**src/rtl/cbb_pkg.sv**
```systemverilog
// -----------------------------------------------------------------------------
// cbb_pkg
//   Shared definitions for the CBB pipeline building blocks.
//   skid_state_e: occupancy of the two-entry skid buffer.
//     SKID_EMPTY : no beat held
//     SKID_ONE   : one beat in the main register, presented downstream
//     SKID_FULL  : main register presented, a second beat parked in the skid register
//   Encoding 2'd3 is unused. The buffer recovers from it to SKID_EMPTY.
// -----------------------------------------------------------------------------
package cbb_pkg;

  typedef enum logic [1:0] {
    SKID_EMPTY = 2'd0,
    SKID_ONE   = 2'd1,
    SKID_FULL  = 2'd2
  } skid_state_e;

endpackage : cbb_pkg

```
**src/rtl/cbb_rege.sv**
```systemverilog
// -----------------------------------------------------------------------------
// cbb_rege
//   Payload register with load enable. It holds its value whenever en_i is low.
//   Parameters:
//     WIDTH    : payload width in bits
//     INIT_VAL : value loaded by reset
//   Ports:
//     clk   in             rising-edge clock
//     rst_n in             asynchronous active-low reset
//     en_i  in             load enable
//     d_i   in  [WIDTH]    next value
//     q_o   out [WIDTH]    registered value
// -----------------------------------------------------------------------------
module cbb_rege #(
  parameter int                 WIDTH    = 8,
  parameter logic [WIDTH-1:0]   INIT_VAL = '0
) (
  input  logic             clk,
  input  logic             rst_n,
  input  logic             en_i,
  input  logic [WIDTH-1:0] d_i,
  output logic [WIDTH-1:0] q_o
);

  logic [WIDTH-1:0] data_q;

  // NOTE: payload registers take a defined reset value so that out_dat is
  // known immediately after reset, not only after the first beat arrives.
  always_ff @(posedge clk or negedge rst_n) begin
    if (!rst_n) begin
      data_q <= INIT_VAL;
    end else if (en_i) begin
      data_q <= d_i;
    end
  end

  assign q_o = data_q;

endmodule : cbb_rege

```
**src/rtl/cbb_skid_buf.sv**
```systemverilog
// -----------------------------------------------------------------------------
// cbb_skid_buf
//   Two-entry valid/ready skid buffer (pipeline register slice).
//   Both in_rdy and out_vld are registered from the next state. As a result no
//   combinational path runs from out_rdy to in_rdy. The buffer sustains one
//   beat per cycle with one cycle of latency. Ordering is strict FIFO.
//
//   Parameters:
//     WIDTH    : payload width in bits
//     INIT_VAL : reset value of both payload registers (and of out_dat)
//     CNT_W    : stall counter width (used only with CBB_SKID_STALL_CNT_EN)
//   Ports:
//     clk        in             rising-edge clock
//     rst        in             asynchronous active-low reset
//     in_vld     in             upstream beat valid
//     in_dat     in  [WIDTH]    upstream payload
//     in_rdy     out            buffer can accept (registered)
//     out_vld    out            downstream beat valid (registered)
//     out_dat    out [WIDTH]    downstream payload (main register)
//     out_rdy    in             downstream accepts
//     stall_cnt  out [CNT_W]    upstream stall cycles, saturating
//                               (present only with CBB_SKID_STALL_CNT_EN)
//   Build option:
//     CBB_SKID_STALL_CNT_EN - adds the stall_cnt port and its counter.
// -----------------------------------------------------------------------------
module cbb_skid_buf
  import cbb_pkg::*;
#(
  parameter int               WIDTH    = 8,
  parameter logic [WIDTH-1:0] INIT_VAL = '0,
  parameter int               CNT_W    = 16
) (
  input  logic             clk,
  input  logic             rst,
  input  logic             in_vld,
  input  logic [WIDTH-1:0] in_dat,
  output logic             in_rdy,
  output logic             out_vld,
  output logic [WIDTH-1:0] out_dat,
  input  logic             out_rdy
`ifdef CBB_SKID_STALL_CNT_EN
  ,
  output logic [CNT_W-1:0] stall_cnt
`endif
);

  skid_state_e      state_q, state_d;
  logic             in_rdy_q, out_vld_q;
  logic             xfer_in, xfer_out;
  logic             main_en, skid_en;
  logic [WIDTH-1:0] main_d, skid_q;

  assign xfer_in  = in_vld & in_rdy_q;
  assign xfer_out = out_vld_q & out_rdy;

  // NOTE: every signal written here gets a default first. A missing branch
  // then falls back to "hold" and cannot infer a latch.
  always_comb begin
    state_d = state_q;
    main_en = 1'b0;
    skid_en = 1'b0;
    unique case (state_q)
      SKID_EMPTY: begin
        if (xfer_in) begin
          state_d = SKID_ONE;
          main_en = 1'b1;
        end
      end
      SKID_ONE: begin
        if (xfer_in && xfer_out) begin
          main_en = 1'b1;             // pass-through: old beat leaves, new one loads
        end else if (xfer_in) begin
          state_d = SKID_FULL;
          skid_en = 1'b1;             // downstream stalled: park the new beat
        end else if (xfer_out) begin
          state_d = SKID_EMPTY;
        end
      end
      SKID_FULL: begin
        if (xfer_out) begin
          state_d = SKID_ONE;
          main_en = 1'b1;             // parked beat moves up to the output
        end
      end
      default: state_d = SKID_EMPTY;
    endcase
  end

  // Only FULL refills main from skid. Every other load comes from upstream.
  assign main_d = (state_q == SKID_FULL) ? skid_q : in_dat;

  // NOTE: sequential state uses non-blocking assignments, so every register
  // samples pre-edge values regardless of the order of the statements.
  always_ff @(posedge clk or negedge rst) begin
    if (!rst) begin
      state_q   <= SKID_EMPTY;
      in_rdy_q  <= 1'b1;
      out_vld_q <= 1'b0;
    end else begin
      state_q   <= state_d;
      in_rdy_q  <= (state_d != SKID_FULL);
      out_vld_q <= (state_d != SKID_EMPTY);
    end
  end

  cbb_rege #(
    .WIDTH    (WIDTH),
    .INIT_VAL (INIT_VAL)
  ) u_main (
    .clk   (clk),
    .rst_n (rst),
    .en_i  (main_en),
    .d_i   (main_d),
    .q_o   (out_dat)
  );

  cbb_rege #(
    .WIDTH    (WIDTH),
    .INIT_VAL (INIT_VAL)
  ) u_skid (
    .clk   (clk),
    .rst_n (rst),
    .en_i  (skid_en),
    .d_i   (in_dat),
    .q_o   (skid_q)
  );

  assign in_rdy  = in_rdy_q;
  assign out_vld = out_vld_q;

`ifdef CBB_SKID_STALL_CNT_EN
  logic [CNT_W-1:0] stall_cnt_q;

  // Counts cycles where upstream offers a beat that the buffer refuses.
  // The counter saturates at all-ones and clears only on reset.
  always_ff @(posedge clk or negedge rst) begin
    if (!rst) begin
      stall_cnt_q <= '0;
    end else if (in_vld && !in_rdy_q && (stall_cnt_q != '1)) begin
      stall_cnt_q <= stall_cnt_q + 1'b1;
    end
  end

  assign stall_cnt = stall_cnt_q;
`else
  // CNT_W sizes only the stall counter. It is referenced here so that the
  // default build carries no dangling parameter.
  localparam int unused_cnt_w = CNT_W;
`endif

endmodule : cbb_skid_buf

```
**config.mk**
```make
export PLATFORM = sky130hd
export DESIGN_NAME = cbb_skid_buf
export DESIGN_NICKNAME = d
export VERILOG_FILES = /design/src/rtl/cbb_pkg.sv /design/src/rtl/cbb_rege.sv /design/src/rtl/cbb_skid_buf.sv
export SDC_FILE = /design/constraint.sdc
export NUM_CORES = 1
export LEC_CHECK = 0
export ABC_AREA = 1
export ABC_CLOCK_PERIOD_IN_PS = 1700
export BUFFER_PORTS_ARGS = -buffer_cell sky130_fd_sc_hd__buf_4
export CORE_MARGIN = 2
export CORE_UTILIZATION = 50
export DETAILED_ROUTE_END_ITERATION = 8
export PLACE_DENSITY_LB_ADDON = 0.05
export RECOVER_POWER = 50
export SYNTH_ARGS = -nofsm -noshare
export SYNTH_HDL_FRONTEND = slang
export SYNTH_SLANG_ARGS = --single-unit
```
**constraint.sdc**
```tcl
create_clock -name clk -period 1.7 [get_ports clk]
set_clock_uncertainty 0.1 [all_clocks]
set_input_delay 0.34 -clock clk [delete_from_list [all_inputs] [get_ports clk]]
set_output_delay 0.34 -clock clk [all_outputs]
set_load 0.01 [all_outputs]
```
==> results of run 1 <==
-- final cells by class --
| type | count | area (um^2) |
|---|---|---|
| fill | 170 | 571 |
| sequential | 20 | 502 |
| multi-input combinational | 88 | 394 |
| timing repair buffer | 23 | 158 |
| tap | 25 | 31.3 |
| clock inverter | 1 | 30.0 |
| clock buffer | 3 | 22.5 |
| inverter | 5 | 18.8 |
-- state kept, by name, summed over array words and instances, names as in the netlist --
| register | flops |
|---|---|
| out_vld | 1 |
| in_rdy | 1 |
| state_q | 2 |
| u_main.q_o | 8 |
| u_skid.q_o | 8 |
-- cells in the final DEF (no fill, tap or decap) --
cell | Yosys | layout
nand4_2 | 1 | 1
o21ai_2 | 1 | 1
nand2_1 | 55 | 56
dfstp_2 | 1 | 1
dfrtp_1 | 19 | 19
nor2_4 | 1 | 1
bufinv_16 | 0 | 1
clkbuf_2 | 0 | 1
inv_1 | 3 | 3
nand3_1 | 24 | 24
dlygate4sd3_1 | 0 | 1
nand2_4 | 1 | 1
inv_2 | 2 | 2
clkbuf_1 | 0 | 4
clkbuf_4 | 0 | 3
nor2_1 | 2 | 2
nand2_2 | 3 | 2
buf_4 | 1 | 17
-- metrics by stage --
step                      area (um^2)  setup slack (ns)  hold WS, ns
after CTS                        1180             0.218        0.163
final                            1160             0.218        0.171
after global placement           1110             0.257        0.131
after detailed placement         1110             0.251        0.133
after global routing             1160            0.0723        0.154
after floorplan                   925             0.364      -0.0556
-- metal layers --
layer / global-route usage / vias to the layer above / share of wire / wire, um
met5: 0 / - / 0 / 0
met4: 0.100 / 0 / 0.0067 / 13
met3: 0.0269 / 2 / 0.061 / 117
met2: 0.321 / 30 / 0.45 / 869
met1: 0.290 / 362 / 0.48 / 926
li1: - / 420 / - / -
-- cells by family after synthesis --
| family | count (synthesis) |
|---|---|
| AOI/OAI and AO/OA | 1 |
| and+or+nand+nor | 87 |
| DFF | 20 |
| buffers and inverters | 6 |
-- path summary, 6_finish.rpt --
| check | from | end | cells after the start | slack, ns |
|---|---|---|---|---|
| hold / removal | in_dat[7] | u_skid.q_o[7] | 3 | 0.17 |
| setup reg to reg | in_rdy | u_main.q_o[5] | 6 | 0.22 |
| hold reg to reg | u_skid.q_o[5] | u_skid.q_o[5] | 2 | 0.38 |
| setup / recovery | in_rdy | u_main.q_o[5] | 6 | 0.22 |
| min in group asynchronous | rst | u_main.q_o[1] | 2 | 0.42 |
| max in group asynchronous | rst | in_rdy | 2 | 0.73 |
-- worst min-delay path, cell delays in order --
cell and delay (ns):
buf_4 0.08, nand3_1 0.06, nand2_1 0.07
-- where the power goes --
group | switching [uW] | internal, uW | leakage (uW) | total [uW]
combinational | 494 | 298 | 0.000369 | 792
sequential | 128 | 696 | 0.000248 | 824
clock | 146 | 238 | 0.0000279 | 384
==> metrics.txt, run 1 <==
drt via density 4.93; gr ovfl total 0; P_leak 0.000645 uW; total of max-cap violations 0; Post-synth EDFFs 0; Max VDD drop 0.917 mV; CTS buffer count 3; status finished clean; Syn Area/Cell 8.11 um^2; layout cells sized above 1 0.221; Post-Syn Instances 114; Rows 15; total track usage 0.208; fin cells 165; htree depth 1; final setup violation count 0; Worst-Margin Slew 0.484 ns; Synth Area in Adders 0; Core Util, Final 0.670; setup repair bufs after CTS 0; Crit path largest cell delay 0.55 ns; mux contribution to synthesized area 0; Synth Area in Compound Gates 0.00947; PwrDens 1730 nW/um^2; Resize count post-CTS 0; Max Fclk 0.675 GHz; Area Growth Syn to Fin 25.0%; post-synthesis sequential area ratio 0.543; XOR/XNOR Fraction of Synth Area 0; post-synthesis simple-gate area fraction 0.419; CTS max path bufs 2; largest family of logic cells by synthesized area simple AND/OR/NAND/NOR gates; initial detailed-routing violation count 17; DRC viols 0; final wirelength 1930 um; initial antenna violation count 0; crit share post-route 0.872; Yosys top cell by area dfrtp_1; count leader, synth nand2_1; Design Power 2000 uW; top cells by area, synth dfrtp_1 51%, nand2_1 22%, nand3_1 13%; nets@finish 153; HPWL after DPL 1420 um; n_diodes 0; CP Cell Sequence nand2_2 -> nor2_4 -> nand2_2 -> nand2_4 -> nand2_1 -> nand2_1; Synthesized Nets 126; CTS tree built; largest net degree at the start of global routing 21; Crit Path Category flip-flop to flip-flop; RSZ-0062 raised after global routing no; top cell type's share of synthesized area 0.514; Die Height 47.0 um; global-route wire length before repair 3210 um; Antenna Violating Nets Remaining 0; Placer Congestion 0.841; cell family with most CP delay simple AND/OR/NAND/NOR gates; starting density of the core 0.536; vias post-DR 814; Die W 47.0 um; Inst Count DP 160; Cell variety after synth 13; Critical Path AT 1.62 ns; final count of hold timing violations 0; Buf/Inv on CP 0; CTS sink count 20; PortBufs 21; Crit path required time 1.84 ns; synthesized area 925 um^2; fin. max-slew vios 0; root buf cell clkbuf_4; CP Capture Type flip-flop; crit path time final 1.48 ns; Reg clk slew, reported paths 0.12 ns; core area 1730 um^2; fraction of registers with async set/reset 1.00; IO Pins 22; die area 2210 um^2; vias in the first global route 767; min-delay worst type primary input to flip-flop; commonest cells in the netlist 55 x nand2_1, 24 x nand3_1, 19 x dfrtp_1; crit path max fanout 10; Worst-Skew Late Latency 0.30 ns; WL/cell 11.7 um; drt pass-1 iters 4; top_reg_cell synth dfrtp_1; worst rel slew slack 0.677; setup_tns 0 ns; cts hold-fix bufs 1; yosys warns 0; slowest stage cell, crit path dfstp_2; flops & latches, synth 20; Startpoint Class flip-flop
Power figures use the tool's default switching activity.
==> run 2, diff against run 1 <==
--- a/config.mk
+++ b/config.mk
@@ -9,7 +9,7 @@
 export ABC_CLOCK_PERIOD_IN_PS = 1700
 export BUFFER_PORTS_ARGS = -buffer_cell sky130_fd_sc_hd__buf_4
 export CORE_MARGIN = 2
-export CORE_UTILIZATION = 50
+export CORE_UTILIZATION = 51
 export DETAILED_ROUTE_END_ITERATION = 8
 export PLACE_DENSITY_LB_ADDON = 0.05
 export RECOVER_POWER = 50
==> metrics.txt, run 2 (synthesized netlist as in run 1, its figures left out) <==
status finished clean; met2 wire len 878 um (+1.0%); Die W 46.6 um (-0.90%); root buf cell clkbuf_4; worst rel slew slack 0.671 (-0.00603); final wirelength 1940 um (+0.62%); Worst-Margin Slew 0.493 ns (+0.00904 ns); CTS sink count 20 (unchanged); DRC viols 0 (unchanged); nets@finish 153 (unchanged); Worst R2R Start state_q[1]; final setup violation count 0 (unchanged); Worst R2R Setup Slack 0.19 ns (-0.03 ns); Max Fclk 0.663 GHz (-1.7%); Hold Startpoint in_dat[4]; core area 1710 um^2 (-1.1%); largest net degree at the start of global routing 21 (unchanged); Crit path required time 1.79 ns (-0.05 ns); IO Pins 22 (unchanged); most common cell after layout, fill and taps aside nand2_1; total track usage 0.202 (-0.00569); leading cell types in the layout, fill and taps excluded 55 x nand2_1, 24 x nand3_1, 19 x dfrtp_1, 16 x buf_4, 6 x clkbuf_1; final count of hold timing violations 0 (unchanged); met1 wire length 945 um (+2.1%); setup_tns 0 ns (unchanged); layout cells sized above 1 0.214 (-0.00714); r2r endpoint u_main.q_o[5]; vias post-DR 820 (+0.74%); Worst-Skew Late Latency 0.30 ns (about the same); gr ovfl total 0 (unchanged); WL met3 99 um (-15%); vias in the first global route 730 (-4.8%); crit path max fanout 9 (-1); Crit Path Category flip-flop to flip-flop; Die Height 46.6 um (-0.90%); Area Growth Syn to Fin 22.1%; Final Cell Area 1130 um^2 (-2.4%); drt pass-1 iters 4 (unchanged); Resize count post-CTS 0 (unchanged); PwrDens 1640 nW/um^2 (-5.4%); Placer Congestion 0.846 (+0.57%); P_leak 0.000628 uW (-2.6%); starting density of the core 0.541 (+0.00588); Hold WS 0.184 ns (+0.0125 ns); Antenna Violating Nets Remaining 0 (unchanged); CTS max path bufs 2 (unchanged); drt via density 4.97 (+0.74%); Max VDD drop 0.916 mV (about the same); HPWL after DPL 1370 um (-3.0%); initial detailed-routing violation count 32 (+15); Reg clk slew, reported paths 0.11 ns (about the same); crit path time final 1.51 ns (+0.0262 ns); CTS buffer count 3 (unchanged); PortBufs 21 (unchanged); Startpoint Class flip-flop; max layer used met4; area post-placement 1110 um^2 (unchanged); total of max-cap violations 0 (unchanged); WHS Path Cells 3 (unchanged); htree depth 1 (unchanged); die area 2170 um^2 (-1.8%); min-delay worst type primary input to flip-flop; global-route wire length before repair 3120 um (-2.8%); crit share post-route 0.887 (+0.0154); n_diodes 0 (unchanged); Rows 15 (unchanged); fin. max-slew vios 0 (unchanged); WL/cell 11.7 um (+0.62%); Critical Path AT 1.60 ns (-0.02 ns); Hold Path Sink u_skid.q_o[4]; FF-to-FF path depth 6 (unchanged); RSZ-0062 raised after global routing no; CP Capture Type flip-flop; initial antenna violation count 0 (unchanged); CTS tree built
run 2: cell types whose count changed in the layout (fill, tap and decap cells not counted):
cell,delta
buf_4,-1
nand2_2,+1
nand2_1,-1
bufinv_16,-1
clkbuf_1,+2
run 2: worst max-delay path by stage:
stage | startpoint | to | slack [ns]
final | state_q[1] | u_main.q_o[5] | 0.19
after global routing | state_q[1] | u_main.q_o[5] | 0.09
after CTS | in_rdy | u_main.q_o[0] | 0.23
after detailed placement | in_rdy | u_main.q_o[0] | 0.25
after global placement | in_rdy | u_main.q_o[1] | 0.28
after floorplan | in_rdy | out_vld | 0.36
run 2: routing by layer:
layer,vias to the layer above,track usage
met1,378,0.292
li1,418,-
met3,2,0.0353
met5,-,0
met4,0,0.0857
met2,22,0.294
run 2: where the power goes:
group	switching (uW)	total (uW)	leakage [uW]	internal, uW
Combinational	492	785	0.000366	293
Sequential	137	833	0.000248	697
Clock	137	228	0.0000150	91.3
run 2: area by class of cell:
cell class	count	area (um^2)
Clock buffer	4	26.3
Fill cell	152	579
Inverter	5	18.8
Timing Repair Buffer	23	154
Sequential cell	20	502
Multi-Input combinational cell	88	397
Tap cell	25	31.3
run 2: metrics by stage:
| step | total power [uW] | instances | util | setup WS [ns] |
|---|---|---|---|---|
| after CTS | 1900 | 165 | 0.673 | 0.227 |
| after global routing | 2000 | 165 | 0.661 | 0.0896 |
| after global placement | 1650 | 160 | 0.652 | 0.277 |
| after detailed placement | 1660 | 160 | 0.652 | 0.253 |
| final | 1850 | 165 | 0.661 | 0.192 |
| after floorplan | 1340 | 114 | - | 0.364 |
run 2: what timing repair did:
action,in CTS,in global routing
endpoints found under the hold margin,19,0
hold buffers,1,0
buffers inserted,0,0
run 2: worst max-delay path: stages (launching register included):
cell	delay, ns
dfrtp_1	0.46
clkbuf_1	0.37
nand2_2	0.21
nand2_1	0.10
nand2_1	0.05
nand2_1	0.07
nand2_1	0.05
